$ cat src/rtl/prio_grant_decoder_amisha.sv
// prio_grant_decoder_amisha
//   Turns a 3-bit priority code from the upstream 4-request encoder back into a
//   one-hot grant. Each grant is held for HOLD_CYCLES cycles or until an early
//   release. It then ends with a one-cycle done pulse before the next code is
//   accepted.
//
// Ports
//   clk_amisha        in   system clock, rising edge
//   rst_n_amisha      in   asynchronous active-low reset
//   y_amisha[2:0]     in   priority code: 0 none, 1..4 request r[k] won, 5..7 illegal
//   valid_amisha      in   y_amisha is valid this cycle
//   ready_amisha      out  a code can be accepted this cycle (IDLE)
//   release_amisha    in   early release, only honoured while granting
//   g_amisha[3:0]     out  registered one-hot grant, bit k-1 <=> code k
//   done_amisha       out  one-cycle pulse in the cycle after a grant ends
//   err_amisha        out  one-cycle pulse after an illegal code is accepted
//   grant_cnt_amisha  out  grants issued, modulo 256

module prio_grant_decoder_amisha #(
    parameter int unsigned HOLD_CYCLES = 4
) (
    input  logic       clk_amisha,
    input  logic       rst_n_amisha,
    input  logic [2:0] y_amisha,
    input  logic       valid_amisha,
    output logic       ready_amisha,
    input  logic       release_amisha,
    output logic [3:0] g_amisha,
    output logic       done_amisha,
    output logic       err_amisha,
    output logic [7:0] grant_cnt_amisha
);

    typedef enum logic [1:0] {
        StIdle,
        StGrant,
        StRelease
    } state_e;

    // The counter is loaded with HOLD_CYCLES-1 so that the GRANT cycle that
    // sees zero is the last one, giving exactly HOLD_CYCLES grant cycles.
    localparam logic [7:0] HoldLoad = 8'(HOLD_CYCLES - 1);

    state_e     state_q, state_d;
    logic [7:0] hold_q, hold_d;
    logic [3:0] g_q, g_d;
    logic       err_q, err_d;
    logic [7:0] gcnt_q, gcnt_d;

    always_comb begin
        state_d = state_q;
        hold_d  = hold_q;
        g_d     = g_q;
        err_d   = 1'b0;
        gcnt_d  = gcnt_q;
        unique case (state_q)
            StIdle: begin
                if (valid_amisha) begin
                    case (y_amisha)
                        3'd0: ;
                        3'd1, 3'd2, 3'd3, 3'd4: begin
                            unique case (y_amisha)
                                3'd1:    g_d = 4'b0001;
                                3'd2:    g_d = 4'b0010;
                                3'd3:    g_d = 4'b0100;
                                default: g_d = 4'b1000;
                            endcase
                            hold_d  = HoldLoad;
                            gcnt_d  = gcnt_q + 8'd1;
                            state_d = StGrant;
                        end
                        default: err_d = 1'b1;
                    endcase
                end
            end
            StGrant: begin
                if (hold_q == 8'd0 || release_amisha) begin
                    g_d     = 4'b0000;
                    state_d = StRelease;
                end else begin
                    hold_d = hold_q - 8'd1;
                end
            end
            StRelease: begin
                state_d = StIdle;
            end
            default: begin
                g_d     = 4'b0000;
                state_d = StIdle;
            end
        endcase
    end

    always_ff @(posedge clk_amisha or negedge rst_n_amisha) begin
        if (!rst_n_amisha) begin
            state_q <= StIdle;
            hold_q  <= 8'd0;
            g_q     <= 4'b0000;
            err_q   <= 1'b0;
            gcnt_q  <= 8'd0;
        end else begin
            state_q <= state_d;
            hold_q  <= hold_d;
            g_q     <= g_d;
            err_q   <= err_d;
            gcnt_q  <= gcnt_d;
        end
    end

    assign ready_amisha     = (state_q == StIdle);
    assign done_amisha      = (state_q == StRelease);
    assign g_amisha         = g_q;
    assign err_amisha       = err_q;
    assign grant_cnt_amisha = gcnt_q;

endmodule

$ cat config.mk
export PLATFORM = sky130hd
export DESIGN_NAME = prio_grant_decoder_amisha
export DESIGN_NICKNAME = d
export VERILOG_FILES = /design/src/rtl/prio_grant_decoder_amisha.sv
export SDC_FILE = /design/constraint.sdc
export NUM_CORES = 1
export LEC_CHECK = 0
export BUFFER_PORTS_ARGS = -buffer_cell sky130_fd_sc_hd__buf_4
export CORE_UTILIZATION = 45
export DETAILED_ROUTE_END_ITERATION = 6
export PLACE_DENSITY_LB_ADDON = 0.25
export SLEW_MARGIN = 25
export SYNTH_ARGS = -nofsm -noshare
export SYNTH_HDL_FRONTEND = slang
export SYNTH_SLANG_ARGS = --single-unit
$ cat constraint.sdc
create_clock -name clk_amisha -period 4.3 [get_ports clk_amisha]
set_clock_uncertainty 0.1 [all_clocks]
set_input_delay 0.86 -clock clk_amisha [delete_from_list [all_inputs] [get_ports clk_amisha]]
set_output_delay 0.86 -clock clk_amisha [all_outputs]
set_load 0.005 [all_outputs]
==> impl_metrics.toml, run 1 <==
[synth]
synthCells = 108
synth-seq-cells = 23
synth_edf_count = 0
synth.distinct_cells = 41
synth_area_mm2 = 0.00125
seq_area_frac_synth = 0.461
yosysWarningCount = 0
ys_async_sr_fraction = 1.00
synth_flop_cell = "dfrtp_1"
synth_nets = 118
syn_avg_cell_area_um2 = 11.6

[critical_path]
cp_top_family = "simple AND/OR/NAND/NOR gates"
crit_slowest_cell = "and4_1"
r2r_start = "hold_q[0]$_DFFE_PN0P_"
max_stage_delay_ns = 0.70
arrival_ns = 2.35
cp-end-kind = "register"
cp.depth = 5
crit_path_max_fanout = 17
critPathRequiredTime_ns = 4.42
path_buf_inv = 1
cp-startpoint = "y_amisha[1]"
reg2reg_depth = 6
path_class = "in2reg"
crit_chain = "buf_4 -> o21ai_1 -> and4_1 -> nand4_1 -> xnor2_1"
cp-start-kind = "input pin"

[clocking]
cts-htree-levels = 1
cts_made_buffers = 3
insertion_delay_ns = 0.31
cts_resized = 0
clkTransAtPathRegs_ns = 0.13
root_buffer = "clkbuf_4"
clock-sinks = 23
cts_max_path_buffers = 2
cts_tree = "yes"
post_cts_buffers = 0
postCtsHoldBufs = 0

[routing]
viasPerCell = 5.43
drt-total-wl_um = 2190
wl_met2_um = 1050
drt_pass1_iterations = 4
wl_met3_um = 69
wire_per_inst_um = 13.7
drc = 0
num_vias = 868
top_layer_used = "met4"
ant_nets = 0
wl_met1_um = 1050
drt_iter0_drc = 9

[sta]
hold_ws_ns = 0.308
min_period_ns = 2.24
setup_ws_ns = 2.06
finalMaxSlewViolations = 0
hold_viol_final = 0
clock.fmax_mhz = 447
setup_viol = 0
grt_setup_unrepaired = "false"
tns_ns = 0
relSlewSlack = 0.542
tightest_slew_ns = 0.688
finalCritPeriodShare = 0.520

[finish]
drive_gt1_frac = 0.338
mostFrequentLayoutCell = "dfrtp_1"
area_growth_syn_to_layout_pct = 15.4
layout_common_cells = "dfrtp_1, buf_4, nor2_1"
finalNetCount = 141
fillers = 219
n_antenna_cell = 0

[global_route]
antenna_found_initial = 0
grt_usage = 0.179
grt_max_degree = 24
grt_pass1_wl_um = 3750
grt_pass1_vias = 863
grt_overflow = 0

[power_and_ir_drop]
leakage_uw = 0.000677
power_density_mw_per_mm2 = 456
ir_drop_mv = 0.330

[placement]
gp_congestion = 0.841
io_buffers = 21
hpwl_um = 1600
post-place-ws_ns = 1.71

[floorplan]
die_w_um = 54.7
pin_count = 22
core_mm2 = 0.00254
num_rows = 18
die-area_mm2 = 0.00299
initial_core_util = 0.491
die_h_um = 54.7

[flow_run]
maxCapViolCount = 0

[outcome]
status = "completed"

[hold_path]
min_path_type = "in2async"
## report_power, final
part	internal, uW	switching [uW]	leakage (uW)
registers	263	56.4	0.000300
clock network	34.8	66.2	0.0000177
logic	127	109	0.000360
total	425	231	0.000677
## registers in the layout, indices dropped and copies added (netlist names)
| name | cells |
|---|---|
| state_q | 2 |
| grant_cnt_amisha | 8 |
| hold_q | 8 |
| g_amisha | 4 |
| err_amisha | 1 |
## area by class of cell
type	instances	area [um^2]	area share
well taps	30	37.5	0.0260
inverters	5	18.8	0.0130
clock buffers	3	22.5	0.0156
clock inverters	1	5.00	0.00347
repair buffers	21	158	0.109
flip-flops and latches	23	576	0.399
multi-input cells	77	624	0.433
## worst paths after layout
kind	endpoint	slack [ns]
min in group clk_amisha	grant_cnt_amisha[7]$_DFFE_PN0P_	0.38
min	g_amisha[1]$_DFFE_PN0P_	0.31
min reg2reg	grant_cnt_amisha[7]$_DFFE_PN0P_	0.38
max reg2reg	g_amisha[1]$_DFFE_PN0P_	2.09
max	grant_cnt_amisha[7]$_DFFE_PN0P_	2.06
max in group asynchronous	grant_cnt_amisha[0]$_DFFE_PN0P_	3.57
## kinds of logic after synthesis
group | count (synthesis) | share of synthesized area
flops | 23 | 0.461
simple gates | 45 | 0.235
xor+xnor | 11 | 0.0772
compound gates | 14 | 0.113
fa+ha+maj | 3 | 0.0301
mux | 4 | 0.0441
buf+inv | 8 | 0.0391
## metrics by stage
| stage | util | std cells | power, uW | instance area (um^2) |
|---|---|---|---|---|
| finish | 0.566 | 160 | 657 | 1440 |
| CTS | 0.566 | 160 | 668 | 1440 |
| detailed placement | 0.556 | 156 | 564 | 1410 |
| global placement | 0.556 | 156 | 554 | 1410 |
| floorplan | - | 108 | 465 | 1250 |
| global route | 0.566 | 160 | 709 | 1440 |
## cell usage after synthesis (2+ instances only)
cell type   n  share of area
xor2_1      2          0.014
o21ai_1     3          0.012
ha_1        3          0.030
nand4_1     2          0.010
inv_1       4          0.012
nor3b_2     2          0.020
nor2_2      3          0.015
nor3_2      3          0.024
nor3_1      3          0.012
nand3_1     4          0.016
xnor2_1     9          0.063
mux2_4      3          0.036
buf_6       2          0.018
dfrtp_1    23           0.46
nor2_1     10          0.030
nand2_1     5          0.015
a21oi_1     3          0.012
## layer usage
layer | global-route usage | vias up
met4 | 0.0897 | 0
met2 | 0.291 | 16
li1 | - | 429
met5 | 0 | -
met3 | 0.0250 | 2
met1 | 0.227 | 421
Note: power is estimated with default switching activity, not from simulation.
==> run 2, diff against run 1 <==
==> constraint.sdc (replaced) <==
create_clock -name clk_amisha -period 2.27 [get_ports clk_amisha]
set_clock_uncertainty 0.1 [all_clocks]
set_input_delay 0.454 -clock clk_amisha [delete_from_list [all_inputs] [get_ports clk_amisha]]
set_output_delay 0.454 -clock clk_amisha [all_outputs]
set_load 0.005 [all_outputs]
==> run 2 against run 1 <==
Global-route usage is 0.56 points lower. Highest routed layer unchanged. Via count up 1.8%. Final cell count is 3.1% higher. First-iteration DRC count increased by 44%. Die area unchanged. Sequential power rose by 90%. Largest cell class unchanged. Register-to-register slack worse by 1.9 ns. Sequential share of layout area is 1.1 points lower.
==> impl_metrics.toml, run 2 (synthesized netlist as in run 1, its figures left out) <==
[clocking]
clkTransAtPathRegs_ns = 0.12
cts-htree-levels = 1
cts_max_path_buffers = 2
cts_tree = "yes"
clock-sinks = 23
insertion_delay_ns = 0.31
root_buffer = "clkbuf_4"
post_cts_buffers = 0
cts_made_buffers = 3

[power_and_ir_drop]
leakage_uw = 0.000701
power_frac_clock = 0.144
intPower_uw = 826
p_comb_frac = 0.375
p_sw_frac = 0.347
power_density_mw_per_mm2 = 853
power_switching_uw = 438
ir_drop_mv = 0.585
seq_power_share = 0.481

[sta]
finalMaxSlewViolations = 0
setup_viol = 0
grt_setup_unrepaired = "false"
clock.fmax_mhz = 488
relSlewSlack = 0.677
min_period_ns = 2.05
tightest_slew_ns = 0.482
tns_ns = 0
hold_viol_final = 0
setup_ws_ns = 0.219
finalCritPeriodShare = 0.904

[floorplan]
initial_core_util = 0.491
pin_count = 22
die-area_mm2 = 0.00299
num_rows = 18
die_w_um = 54.7
core_mm2 = 0.00254
die_h_um = 54.7

[placement]
io_buffers = 21
dp.cells = 160
post-place-ws_ns = 0.246
hpwl_um = 1690
dpl_cell_area_mm2 = 0.00144
gp_congestion = 0.781

[global_route]
grt_overflow = 0
grt_pass1_vias = 803
antenna_found_initial = 0
grt_usage = 0.173
grt_max_degree = 24
grt_pass1_wl_um = 3580

[finish]
area_growth_syn_to_layout_pct = 18.6
mostFrequentLayoutCell = "buf_4"
fillers = 226
fin_cells = 165
finalInstanceArea_mm2 = 0.00148
multiInputGateArea_um2 = 624
n_antenna_cell = 0
drive_gt1_frac = 0.356
finalNetCount = 146
ff_latch_area_um2 = 576
layout_common_cells = "buf_4, dfrtp_1, nor2_1"

[flow_run]
maxCapViolCount = 0

[routing]
drt_pass1_iterations = 2
ant_nets = 0
wire_per_inst_um = 13.7
drt-total-wl_um = 2260
num_vias = 884
drt_iter0_drc = 13
viasPerCell = 5.36
drc = 0

[hold_path]
min_path_type = "in2reg"

[critical_path]
path_class = "reg2reg"
cp-start-kind = "register"
crit_path_max_fanout = 10
critPathRequiredTime_ns = 2.38
cp-end-kind = "register"
arrival_ns = 2.16

[outcome]
status = "completed"
-- run 2: worst paths after layout --
| kind | end | from | slack (ns) | depth (start not counted) |
|---|---|---|---|---|
| min in group asynchronous | grant_cnt_amisha[7]$_DFFE_PN0P_ | rst_n_amisha | 0.46 | 2 |
| worst max register to register | g_amisha[2]$_DFFE_PN0P_ | hold_q[0]$_DFFE_PN0P_ | 0.22 | 6 |
| worst min-delay path | err_amisha$_DFF_PN0_ | valid_amisha | 0.29 | 3 |
| worst max-delay path | g_amisha[2]$_DFFE_PN0P_ | hold_q[0]$_DFFE_PN0P_ | 0.22 | 6 |
| max in group asynchronous | hold_q[5]$_DFFE_PN0P_ | rst_n_amisha | 1.38 | 2 |
| worst min register to register | grant_cnt_amisha[7]$_DFFE_PN0P_ | grant_cnt_amisha[7]$_DFFE_PN0P_ | 0.39 | 1 |
-- run 2: stage by stage --
stage	hold WS (ns)	utilization	total power, uW
floorplan	0.0584	-	880
global placement	0.257	0.567	1080
detailed placement	0.266	0.567	1090
CTS	0.273	0.582	1280
global route	0.270	0.582	1360
finish	0.286	0.582	1260
-- run 2: metal layers --
metal  vias to the layer above  track usage  part of all wire
li1                        438            -                 -
met1                       429        0.202              0.45
met2                        15        0.301              0.50
met3                         2       0.0583             0.042
met4                         0       0.0385            0.0084
met5                         -            0                 0
-- run 2: cell type report --
type                       instances  share of cell area
inverter                           5              0.0127
clock inverter                     1             0.00338
clock buffer                       3              0.0152
timing repair buffer              26               0.133
multi-input combinational         77               0.421
sequential                        23               0.389
tap                               30              0.0253
-- run 2: worst max-delay path, cell delays in order (launching register included) --
cell and delay [ns]:
dfrtp_1 0.44, inv_1 0.11, ha_1 0.19, nor3b_2 0.44, a21boi_2 0.14, buf_4 0.20
o41ai_2 0.33
-- run 2: what timing repair did --
item                       in CTS  in global routing
gates resized for setup         0                  0
hold endpoints to repair       23                  0
setup endpoints to repair       0                  0
hold buffers                    1                  0
-- run 2: power by group through the flow --
| stage | Combinational [uW] | Sequential [uW] | Clock (uW) |
|---|---|---|---|
| final | 475 | 608 | 182 |
| after global routing | 529 | 622 | 211 |
| after CTS | 480 | 609 | 193 |
| after detailed placement | 477 | 616 | 0 |
| after global placement | 465 | 610 | 0 |
| after floorplan | 281 | 599 | 0 |
==> run 3, diff against run 2 <==
--- a/config.mk
+++ b/config.mk
@@ -6,7 +6,10 @@
 export NUM_CORES = 1
 export LEC_CHECK = 0
 export BUFFER_PORTS_ARGS = -buffer_cell sky130_fd_sc_hd__buf_4
-export CORE_UTILIZATION = 45
+export CELL_PAD_IN_SITES_DETAIL_PLACEMENT = 1
+export CELL_PAD_IN_SITES_GLOBAL_PLACEMENT = 2
+export CORE_UTILIZATION = 35
+export CTS_CLUSTER_DIAMETER = 120
 export DETAILED_ROUTE_END_ITERATION = 6
 export PLACE_DENSITY_LB_ADDON = 0.25
 export SLEW_MARGIN = 25
==> run 3 against run 2 <==
Final cell count grew 9.7%. Clock power up 4%. First-iteration DRC count grew to 2.9 times the previous value. Power grew 1.3%. Routed wire length rose by 11%. Non-clock buffer count unchanged. Hold slack worse by 0.018 ns. Die area rose by 27%. Critical path type unchanged.
==> impl_metrics.toml, run 3 (synthesized netlist as in run 1, its figures left out) <==
[outcome]
status = "completed"

[critical_path]
critPathRequiredTime_ns = 2.39
arrival_ns = 2.18
cp-end-kind = "register"
crit_path_max_fanout = 6
path_class = "reg2reg"
cp-start-kind = "register"

[routing]
drt-total-wl_um = 2520
drc = 0
ant_nets = 0
num_vias = 899
drt_pass1_iterations = 6
wire_per_inst_um = 13.9
viasPerCell = 4.97
drt_iter0_drc = 38

[sta]
finalMaxSlewViolations = 0
finalCritPeriodShare = 0.908
setup_viol = 0
grt_setup_unrepaired = "false"
clock.fmax_mhz = 485
relSlewSlack = 0.659
tns_ns = 0
min_period_ns = 2.06
hold_viol_final = 0
tightest_slew_ns = 0.511

[floorplan]
die_w_um = 61.7
die_h_um = 61.7
num_rows = 21
die-area_mm2 = 0.00381
core_mm2 = 0.00339
pin_count = 22
initial_core_util = 0.368

[placement]
hpwl_um = 1940
gp_congestion = 0.746
io_buffers = 21

[clocking]
cts-htree-levels = 1
cts_made_buffers = 3
cts_resized = 0
clkTransAtPathRegs_ns = 0.13
clock-sinks = 23
cts_tree = "yes"
insertion_delay_ns = 0.32
root_buffer = "clkbuf_4"
cts_max_path_buffers = 2

[global_route]
grt_pass1_vias = 946
grt_pass1_wl_um = 4170
grt_overflow = 0
grt_usage = 0.152
grt_max_degree = 24
antenna_found_initial = 0

[power_and_ir_drop]
power_switching_uw = 454
p_comb_frac = 0.378
power_density_mw_per_mm2 = 853
leakage_uw = 0.000701
seq_power_share = 0.474
intPower_uw = 827
p_sw_frac = 0.354
ir_drop_mv = 0.348
power_frac_clock = 0.148

[finish]
fillers = 372
area_growth_syn_to_layout_pct = 20.2
layout_common_cells = "buf_4, dfrtp_1, nor2_1"
final_util = 0.443
mostFrequentLayoutCell = "buf_4"
drive_gt1_frac = 0.356
n_antenna_cell = 0
finalNetCount = 146

[flow_run]
maxCapViolCount = 0

[hold_path]
min_path_type = "in2reg"
==> run 3: what timing repair did <==
item | 4_1_cts | 5_1_grt
setup buffers | 0 | 0
hold buffers | 1 | 0
setup endpoints to repair | 0 | 0
hold endpoints to repair | 23 | 0
==> run 3: final timing paths <==
check | from | to | slack [ns] | cells after the start
max | hold_q[0]$_DFFE_PN0P_ | g_amisha[1]$_DFFE_PN0P_ | 0.21 | 6
min | valid_amisha | err_amisha$_DFF_PN0_ | 0.27 | 3
max reg2reg | hold_q[0]$_DFFE_PN0P_ | g_amisha[1]$_DFFE_PN0P_ | 0.21 | 6
min reg2reg | grant_cnt_amisha[7]$_DFFE_PN0P_ | grant_cnt_amisha[7]$_DFFE_PN0P_ | 0.39 | 1
max in group asynchronous | rst_n_amisha | hold_q[4]$_DFFE_PN0P_ | 1.38 | 2
min in group asynchronous | rst_n_amisha | err_amisha$_DFF_PN0_ | 0.45 | 2
==> run 3: power by group through the flow <==
stage / Combinational, uW / Clock, uW / Sequential [uW]
after global placement: 477 / 0 / 611
after global routing: 547 / 217 / 626
final: 485 / 189 / 607
after CTS: 497 / 205 / 609
after floorplan: 281 / 0 / 599
after detailed placement: 494 / 0 / 617
==> run 3: per-layer routing <==
layer,vias to the layer above,GRT usage,part of all wire
met2,14,0.263,0.52
met5,-,0,0
met4,0,0.0381,0
met3,0,0.0373,0.036
met1,448,0.191,0.44
li1,437,-,-
==> run 3: area by class of cell <==
cell class | instances | area [um^2] | area share
inverters | 5 | 18.8 | 0.0125
well taps | 46 | 57.6 | 0.0383
multi-input cells | 77 | 624 | 0.416
flip-flops and latches | 23 | 576 | 0.383
clock buffers | 3 | 22.5 | 0.0150
repair buffers | 26 | 198 | 0.132
clock inverters | 1 | 5.00 | 0.00333
==> run 3: stage by stage <==
step                      hold slack [ns]  total power [uW]  area, um^2  setup slack (ns)  std cells
after floorplan                    0.0584               880        1250             0.427        108
after global placement              0.268              1090        1460             0.275        176
after detailed placement            0.273              1110        1460             0.208        176
after CTS                           0.254              1310        1500             0.197        181
after global routing                0.270              1390        1500             0.117        181
final                               0.268              1280        1500             0.208        181
==> run 3: worst max-delay path, cell delays in order, from the launching register on <==
cell and delay, ns:
dfrtp_1 0.44, inv_1 0.10, ha_1 0.17, nor3b_2 0.44, a21boi_2 0.19, nor2_2 0.21
mux2_4 0.32
